$ cat src/rtl/gcd_arbiter.sv
// gcd_arbiter: round-robin arbiter/sequencer sharing one gcd FSMD between
// N four-phase clients.
// The granted client's operands are serialised onto the gcd unit's single
// AB bus: A is loaded first, then B. The result comes back on gcd_c.
// Zero operands never reach the gcd unit, because it would not terminate
// on them; they are resolved locally.
//
// Ports:
//   clk, reset          clock; asynchronous active-low reset
//   cl_req/cl_a/cl_b    per-client request and operands (slice i*W +: W)
//   cl_ack/cl_c         per-client acknowledge and the shared result bus
//   busy, grant         state != IDLE; index of the current/last served client
//   gcd_req/gcd_ab      request and operand bus to the gcd unit
//   gcd_ack/gcd_c       acknowledge and result from the gcd unit
module gcd_arbiter #(
  parameter int N = 4,
  parameter int W = 16
) (
  input  logic                 clk,
  input  logic                 reset,
  input  logic [N-1:0]         cl_req,
  input  logic [N*W-1:0]       cl_a,
  input  logic [N*W-1:0]       cl_b,
  output logic [N-1:0]         cl_ack,
  output logic [W-1:0]         cl_c,
  output logic                 busy,
  output logic [$clog2(N)-1:0] grant,
  output logic                 gcd_req,
  output logic [W-1:0]         gcd_ab,
  input  logic                 gcd_ack,
  input  logic [W-1:0]         gcd_c
);

  localparam int GW = $clog2(N);

  typedef enum logic [2:0] {
    IDLE, GRANT, LOAD_A, DROP_A, LOAD_B, CAPTURE, RELEASE, RESP
  } state_e;

  state_e              state_q, state_d;
  logic [GW-1:0]       ptr_q, ptr_d, grant_q, grant_d, sel;
  logic [W-1:0]        op_a_q, op_a_d, op_b_q, op_b_d, res_q, res_d;
  logic [W-1:0]        gcd_ab_q, gcd_ab_d;
  logic                gcd_req_q, gcd_req_d, found;
  logic [N-1:0]        cl_ack_q, cl_ack_d;
  logic [N-1:0][W-1:0] a_arr, b_arr;

  for (genvar i = 0; i < N; i++) begin : g_slice
    assign a_arr[i] = cl_a[i*W +: W];
    assign b_arr[i] = cl_b[i*W +: W];
  end

  // First requester at or above ptr, wrapping around.
  always_comb begin
    found = 1'b0;
    sel   = '0;
    for (int k = 0; k < N; k++) begin
      if (!found && cl_req[(int'(ptr_q) + k) % N]) begin
        found = 1'b1;
        sel   = GW'((int'(ptr_q) + k) % N);
      end
    end
  end

  always_comb begin
    state_d  = state_q;
    ptr_d    = ptr_q;
    grant_d  = grant_q;
    op_a_d   = op_a_q;
    op_b_d   = op_b_q;
    res_d    = res_q;
    gcd_ab_d = gcd_ab_q;
    cl_ack_d = '0;
    case (state_q)
      IDLE: if (found) begin
        state_d = GRANT;
        grant_d = sel;
        op_a_d  = a_arr[sel];
        op_b_d  = b_arr[sel];
      end
      GRANT: begin
        if (op_a_q == '0 || op_b_q == '0) begin
          // If A is zero the result is B, which also covers both being zero.
          res_d   = (op_a_q == '0) ? op_b_q : op_a_q;
          state_d = RESP;
        end else begin
          state_d = LOAD_A;
        end
      end
      LOAD_A:  if (gcd_ack)  state_d = DROP_A;
      DROP_A:  if (!gcd_ack) state_d = LOAD_B;
      LOAD_B:  if (gcd_ack)  state_d = CAPTURE;
      CAPTURE: begin
        res_d   = gcd_c;
        state_d = RELEASE;
      end
      RELEASE: if (!gcd_ack) state_d = RESP;
      RESP: if (!cl_req[grant_q]) begin
        ptr_d   = (grant_q == GW'(N - 1)) ? '0 : grant_q + GW'(1);
        state_d = IDLE;
      end
      default: state_d = IDLE;
    endcase

    // gcd-side outputs are registered from the next state.
    // gcd_ab keeps its last value outside the load states.
    gcd_req_d = (state_d == LOAD_A) || (state_d == LOAD_B) || (state_d == CAPTURE);
    if (state_d == LOAD_A || state_d == DROP_A) gcd_ab_d = op_a_q;
    else if (state_d == LOAD_B)                 gcd_ab_d = op_b_q;

    // Ack is raised only while the client still requests. A client that
    // dropped early therefore sees no ack pulse on its way through RESP.
    if (state_d == RESP && cl_req[grant_d]) cl_ack_d[grant_d] = 1'b1;
  end

  always_ff @(posedge clk or negedge reset) begin
    if (!reset) begin
      state_q   <= IDLE;
      ptr_q     <= '0;
      grant_q   <= '0;
      op_a_q    <= '0;
      op_b_q    <= '0;
      res_q     <= '0;
      gcd_ab_q  <= '0;
      gcd_req_q <= 1'b0;
      cl_ack_q  <= '0;
    end else begin
      state_q   <= state_d;
      ptr_q     <= ptr_d;
      grant_q   <= grant_d;
      op_a_q    <= op_a_d;
      op_b_q    <= op_b_d;
      res_q     <= res_d;
      gcd_ab_q  <= gcd_ab_d;
      gcd_req_q <= gcd_req_d;
      cl_ack_q  <= cl_ack_d;
    end
  end

  assign cl_ack  = cl_ack_q;
  assign cl_c    = res_q;
  assign busy    = (state_q != IDLE);
  assign grant   = grant_q;
  assign gcd_req = gcd_req_q;
  assign gcd_ab  = gcd_ab_q;

endmodule

$ cat config.mk
export PLATFORM = sky130hd
export DESIGN_NAME = gcd_arbiter
export DESIGN_NICKNAME = d
export VERILOG_FILES = /design/src/rtl/gcd_arbiter.sv
export SDC_FILE = /design/constraint.sdc
export NUM_CORES = 1
export LEC_CHECK = 0
export CAP_MARGIN = 20
export CORE_MARGIN = 4
export CORE_UTILIZATION = 47
export CTS_BUF_LIST = sky130_fd_sc_hd__clkbuf_16
export CTS_CLUSTER_DIAMETER = 60
export CTS_CLUSTER_SIZE = 8
export DETAILED_ROUTE_END_ITERATION = 8
export GPL_TIMING_DRIVEN = 0
export PLACE_DENSITY = 0.9
export SYNTH_ARGS = -nofsm -noshare
export SYNTH_HDL_FRONTEND = slang
export SYNTH_SLANG_ARGS = --single-unit
export TNS_END_PERCENT = 20
$ cat constraint.sdc
create_clock -name clk -period 4.37 [get_ports clk]
set_clock_uncertainty 0.2 [all_clocks]
set_input_delay 0.437 -clock clk [delete_from_list [all_inputs] [get_ports clk]]
set_output_delay 0.437 -clock clk [all_outputs]
set_load 0.05 [all_outputs]
# == After elaboration in Yosys (flattened, before gate mapping) ==
# Index checks and enable logic that the tools add are counted.
# totals
ff_bits,76
latchBits,0
mem_bits_rw,0
rom_bits,0
inputBits,151
memories,0
# op_classes
addsub,4
mul,0
n_div,0
order_cmp,8
n_eq_ne,14
shift,0
n_mux,46
n_bitwise,4
reduce_logical,24
# op_table
cell,n
two-way mux 16 bit,6
binary-select mux 16 bit (select 2 bit),2
zero test 16 bit,2
one-hot mux 16 bit (2 select lines),1
one-hot mux 3 bit (8 select lines),1
"equality test 3 bit, second input constant",7
two-way mux 3 bit,7
two-way mux 1 bit,14
two-way mux 2 bit,7
binary-select mux 1 bit (select 2 bit),6
"equality test 3 x 2 -> 1 bit, second input constant",4
"less-than comparator 2 x 3 -> 1 bit, second input constant",4
"less-than comparator 3 x 4 -> 1 bit, second input constant",3
AND reduction 2 bit,3
OR reduction 2 bit,3
logical AND 1 bit,5
"adder 2 x 1 -> 2 bit, second input constant",2
"adder 2 bit, second input constant",2
logical OR 1 bit,4
two-way mux 4 bit,1
nonzero test 2 bit,2
"AND 1 bit, first input constant",3
"equality test 3 x 1 -> 1 bit, second input constant",1
zero test 1 bit,3
7 further kinds,7

# == Logic depth before layout (Yosys ltp) ==
# Gate-level depths: netlist of run 1.
# logic_depth
ltp_word,21
ltp_mapped,8
depth_no_buf,6

# == Worst setup path before layout of run 1 ==
# No wires, ideal clock.
# synth_timing
path_type,register to register
startpoint,register state_q[1]
endpoint,register op_a_q[0]
t_arrival_ps,1974
slack_ps,2055
stages_incl_launch_ff,8
period_less_slack_ps,2315
cell_sequence,dfrtp_1 buf_2 or3_1 nor2_1 nand3_1 clkbuf_1 a211oi_1 a211oi_1
# synth_via
elab_chain_cells,2
# synth_lines
item,line,text
from (decl),40,"state_e state_q, state_d;"
from (signal assigned),128,state_q <= state_d;
zero test 3 bit,74,case (state_q)
AND reduction 2 bit (no source line),n/a,
to (signal assigned),131,op_a_q <= op_a_d;
to (decl),42,"logic [W-1:0] op_a_q, op_a_d, op_b_q, op_b_d, res_q, res_d;"
# Every way passes these cells.
# A chain may end at the register's enable or synchronous reset.

# == Worst setup path after layout of run 1 ==
# layout_timing
startpoint,register op_b_q[0]
endpoint,"register res_q[14], in the netlist cl_c[14]"
# layout_via
elab_chain_cells,4
# layout_lines
item,line,text
from (decl),42,
from (signal assigned),132,op_b_q <= op_b_d;
zero test 16 bit,82,if (op_a_q == '0 || op_b_q == '0) begin
logical OR 1 bit,82,
inequality test 2 bit (no source line),n/a,
AND reduction 2 bit (no source line),n/a,
to (signal assigned),133,res_q <= res_d;
to (decl),42,
# Every way passes these cells.

==> results of run 1 <==
==> power breakdown <==
part / leakage, nW / switching (mW) / internal, mW
Sequential: 0.893 / 0.388 / 1.03
Clock: 0.162 / 0.305 / 0.504
Combinational: 1.70 / 1.50 / 1.12
==> cell families after synthesis <==
kind of cell	synth area share
mux	0.110
flops	0.408
buf+inv	0.0435
simple gates	0.154
fa+ha+maj	0.00269
compound gates	0.282
==> state kept, by name, summed over array words and instances (netlist names) <==
signal / count
cl_c: 16
gcd_ab: 16
op_a_q: 16
op_b_q: 16
cl_ack: 4
state_q: 3
grant: 2
ptr_q: 2
gcd_req: 1
==> how the worst max path moves through the flow <==
| stage | startpoint | end | cells after the start |
|---|---|---|---|
| final | op_b_q[0] | cl_c[14] | 7 |
| after global routing | cl_req[0] | op_a_q[15] | 7 |
| after CTS | cl_req[2] | op_a_q[2] | 8 |
| after detailed placement | cl_req[2] | op_a_q[2] | 8 |
| after global placement | reset | cl_c[7] | 1 |
| after floorplan | state_q[1] | op_a_q[0] | 7 |
==> cell usage after synthesis (all sizes together) (9+ instances only) <==
cell type,number,share of area
o22a,17,0.032
a21oi,45,0.051
nor2,41,0.033
mux2,32,0.077
dfrtp,76,0.41
o31ai,21,0.034
o21a,18,0.029
a221o,20,0.043
nor4,9,0.013
and4,13,0.024
buf,12,0.019
clkbuf,27,0.022
nand4,23,0.032
a211oi,25,0.040
mux2i,15,0.032
==> critical path: cells and delay by family (launching register included) <==
family	cells	cell delay (ps)
AOI/OAI and AO/OA	1	140
buffers and inverters	2	400
DFF	1	480
muxes	1	360
and+or+nand+nor	3	1160
==> metal layers <==
metal,global-route usage,part of all wire,vias up,wire length (um)
li1,-,-,2227,-
met1,0.365,0.37,2390,6370
met2,0.499,0.49,332,8290
met3,0.0570,0.098,69,1670
met4,0.137,0.041,0,691
met5,0,0,-,0
==> through the flow <==
step	instance area, um^2	util	total power [mW]	std cells
2_1_floorplan	4660	-	3.07	459
3_3_place_gp	6720	0.691	3.90	782
3_5_place_dp	6720	0.691	3.98	782
4_1_cts	7050	0.724	4.81	798
5_1_grt	7050	0.724	5.06	798
6_report	7050	0.724	4.84	798
==> layout by cell type, fill, tap and decap left out, types with 7 or more instances in the layout <==
cell type / n
nand2_1: 7
mux2_2: 18
nand4_1: 22
a221o_1: 20
a21oi_1: 44
clkbuf_1: 27
a211oi_1: 25
o21a_1: 18
and4_1: 13
o221a_2: 7
clkbuf_16: 9
o22a_1: 17
mux2i_1: 15
nor2_1: 41
o31ai_1: 21
mux2_1: 14
nor4_1: 8
dfrtp_1: 76
clkdlybuf4s50_1: 189
o21ai_0: 8
==> final cells by class <==
type / instances / area (um^2) / area share
Sequential cell: 76 / 1900 / 0.270
Buffer: 39 / 191 / 0.0272
Inverter: 3 / 11.3 / 0.00160
Multi-Input combinational cell: 341 / 2550 / 0.362
Clock inverter: 7 / 98.8 / 0.0140
Tap cell: 133 / 166 / 0.0236
Timing Repair Buffer: 190 / 1900 / 0.270
Clock buffer: 9 / 225 / 0.0320
==> metrics, run 1 <==
total track usage=0.296; Port Buffers=190; final routed wirelength across all metal layers=17.0 mm; Root Driver=clkbuf_16; number of max-cap violations=0; main flop type after synthesis=dfrtp_1; effective utilization at floorplan=0.479; # hold bufs at CTS=0; standard-cell rows=36; number of warnings issued by yosys=0; pin count of the biggest net entering global routing=77; final hold violation count=0; number of routed nets with antenna violations=0; wire length of the first global-routing pass=26.7 mm; CP startpoint kind=flip-flop; antenna violations before repair=0; fillcell total=717; clock sink total=76; Net Count, Synth=611; slowest stage delay, CP=590 ps; final setup slack of the worst path=1510 ps; routed len/inst=21.3 um; pre-CTS setup slack=1210 ps; share of the yosys chip area belonging to registers=0.408; number of register bits inferred by synthesis=76; Worst IR Drop VDD=0.351 mV; ordered cell list for the critical path=nor4_1, nand4_1, nand2_1, o21a_1, buf_4, buf_2, mux2_2; Least-Margin Pin Slew=937 ps; Vias=5018; total overflow reported by the global router=0; number of global-route vias before repair=5172; Num CTS Buffers=9; Max transition margin=0.376; internal reg-to-reg setup slack=1510 ps; number of gates given a new drive strength after cts=0; min Tclk post-route=2860 ps; cell with the biggest individual delay on the critical path=nor4_1; nets=812; iteration count of the initial detailed-routing pass=5; final period utilization=0.654; largest fanout on the critical path=10; signed area change from the synthesized netlist to the final layout=51.3%; result of the run=complete, no violations; Total Neg Setup Slack=0 ps; core footprint=9730 um^2; area enclosed by the die boundary=11600 um^2; die width=108 um; R2R depth=7; setup repair after global routing missed its margin=no; Worst Hold Margin=29.8 ps; Finish-stage setup viols=0; r2r startpoint=op_b_q[0]; clock network latency to the later pin of the worst-skew pair=340 ps; library cells used by synthesis=51; Post-CTS Setup Bufs=0; leakage power=2.76 nW; Worst R2R End=cl_c[14]; power per cell area=688 nW/um^2; required time of the worst setup path=4390 ps; vertical die dimension=108 um; layout cell share with drive strength beyond 1=0.0992; WS Path Type=reg2reg; number of top-level design ports=191; Avg Cell Area, Syn=10.1 um^2; number of DRC markers in iteration 0=351; number of enable-type register cells in the synthesized netlist=0; DR DRC count=0; gate count after technology mapping=459; maximum count of clock buffers along a single path=2; count of final max-slew check failures=0; number of H-tree levels=3; via density per instance=6.29; CTS tree=done; post-DP HPWL=13.1 mm; routability-driven placement congestion ratio=0.907; worst endpoint data arrival time=2880 ps; Ant. Diodes=0; Fmax=350 MHz; clock transition at the registers of the reported paths=60 ps; Crit. End Element=flip-flop; Post-Synthesis Cell Area=4660 um^2; type of the tightest min-delay check=in2async; async set-or-reset flop fraction in the synthesized netlist=1.00
(Power assumes the default switching activity.)
==> run 2: changes to the inputs <==
Settings changed: CORE_UTILIZATION 47 to 40, PLACE_DENSITY 0.9 to 0.81.
Clock period 4.37 ns to 2.3 ns, I/O delays scaled along.
==> run 2 against run 1 <==
  * Power rose by 97%
  * Via count down 1.7%
  * Sequential power grew 96%
  * Critical endpoint is now op_a_q[15]
  * Largest cell class unchanged
  * Highest routed layer unchanged
==> metrics, run 2 (synthesis gave the netlist of run 1 again) <==
vertical die dimension=116 um; ordered cell list for the critical path=mux2i_2, a21oi_4, nand3_4, buf_6, mux2_1, a221o_1; met2 wirelength from detailed routing=8.36 mm; die width=116 um; commonest non-fill, non-tap cell in the layout=clkdlybuf4s50_1; final setup slack of the worst path=11.7 ps; Crit. End Element=flip-flop; signed area change from the synthesized netlist to the final layout=58.2%; part of the power in combinational logic=0.548; clock sink total=76; number of top-level design ports=191; Fmax=437 MHz; Buf/Inv on CP=1; Worst IR Drop VDD=1.05 mV; Vias=4934; Met1 Wirelength=6.63 mm; Port Buffers=190; Root Driver=clkbuf_16; number of DRC markers in iteration 0=319; cell with the biggest individual delay on the critical path=dfrtp_2; internal reg-to-reg setup slack=10 ps; fraction of power consumed by sequential logic=0.292; CP startpoint kind=flip-flop; maximum count of clock buffers along a single path=2; wire length of the first global-routing pass=26.1 mm; standard-cell rows=39; total track usage=0.250; switching part of the total=0.451; Post-Place Cells=792; share of total power in the clock network=0.160; number of global-route vias before repair=4986; CTS tree=done; iteration count of the initial detailed-routing pass=5; worst endpoint data arrival time=2300 ps; number of H-tree levels=3; final period utilization=0.995; min Tclk post-route=2290 ps; fillcell total=915; number of max-cap violations=0; most used cells in the layout excluding fill and tap cells=184 x clkdlybuf4s50_1, 71 x dfrtp_1, 42 x a21oi_1, 40 x nor2_1, 24 x a211oi_1; Max transition margin=0.360; via density per instance=6.03; cell internal pwr=5.23 mW; routed length on met3=1.61 mm; Worst Hold Margin=249 ps; nets=822; area enclosed by the die boundary=13400 um^2; result of the run=complete, no violations; effective utilization at floorplan=0.408; antenna violations before repair=0; largest fanout on the critical path=10; WS Path Type=reg2reg; top routing layer used=met4; final hold violation count=0; pin count of the biggest net entering global routing=77; pre-CTS setup slack=-699 ps; Switching Power=4.30 mW; DR DRC count=0; post-DP HPWL=13.2 mm; routability-driven placement congestion ratio=0.967; category of cells accounting for the largest share of critical-path delay=compound AO/OA/AOI/OAI gates; non-filler instance count after layout=818; required time of the worst setup path=2310 ps; total overflow reported by the global router=0; Total Neg Setup Slack=0 ps; core footprint=11400 um^2; setup repair after global routing missed its margin=yes; count of final max-slew check failures=0; power per cell area=1290 nW/um^2; clock network latency to the later pin of the worst-skew pair=330 ps; routed len/inst=20.9 um; Num CTS Buffers=9; Least-Margin Pin Slew=961 ps; slowest stage delay, CP=460 ps; type of the tightest min-delay check=in2reg; Finish-stage setup viols=0; layout cell share with drive strength beyond 1=0.159; final routed wirelength across all metal layers=17.1 mm; leakage power=2.85 nW; number of routed nets with antenna violations=0; clock transition at the registers of the reported paths=60 ps; Ant. Diodes=0
==> run 2: repair_timing <==
action                                 CTS  global route
buffers inserted                         9             0
setup endpoints to repair               69            63
endpoints found under the hold margin   76             0
cloned                                   0             1
pin swaps                                4             7
resized for setup                       27            37
hold buffers                             1             0
==> run 2: metal layers <==
metal,GRT usage,up-vias
li1,-,2246
met4,0.0758,0
met1,0.321,2352
met2,0.417,290
met5,0,-
met3,0.0611,46
==> run 2: cell type report <==
type | count | area (um^2) | area share
Sequential cell | 76 | 1910 | 0.259
Inverter | 3 | 11.3 | 0.00153
Timing Repair Buffer | 201 | 1990 | 0.271
Clock inverter | 7 | 98.8 | 0.0134
Tap cell | 143 | 179 | 0.0243
Multi-Input combinational cell | 341 | 2740 | 0.372
Clock buffer | 9 | 225 | 0.0306
Buffer | 38 | 210 | 0.0285
==> run 2: path summary, 6_finish.rpt <==
path,from,to,depth (start not counted)
max reg2reg,ptr_q[1],op_a_q[15],6
max,ptr_q[1],op_a_q[15],6
min in group asynchronous,reset,cl_ack[1],2
min,cl_req[2],cl_ack[2],2
min reg2reg,gcd_ab[12],gcd_ab[12],1
max in group asynchronous,reset,state_q[0],2
==> run 2: power groups by stage <==
| stage | Sequential (mW) | Clock (mW) | Combinational (mW) |
|---|---|---|---|
| final | 2.78 | 1.53 | 5.23 |
| after floorplan | 3.46 | 0 | 2.37 |
| after global routing | 2.83 | 1.60 | 5.59 |
| after detailed placement | 2.66 | 0 | 4.92 |
| after global placement | 2.63 | 0 | 4.82 |
| after CTS | 2.68 | 1.53 | 5.06 |
==> run 2: per-stage QoR <==
step | utilization | instance area [um^2] | total power [mW]
2_1_floorplan | - | 4660 | 5.83
3_3_place_gp | 0.590 | 6740 | 7.46
3_5_place_dp | 0.590 | 6740 | 7.57
4_1_cts | 0.633 | 7220 | 9.27
5_1_grt | 0.645 | 7360 | 10.0
6_report | 0.645 | 7360 | 9.54
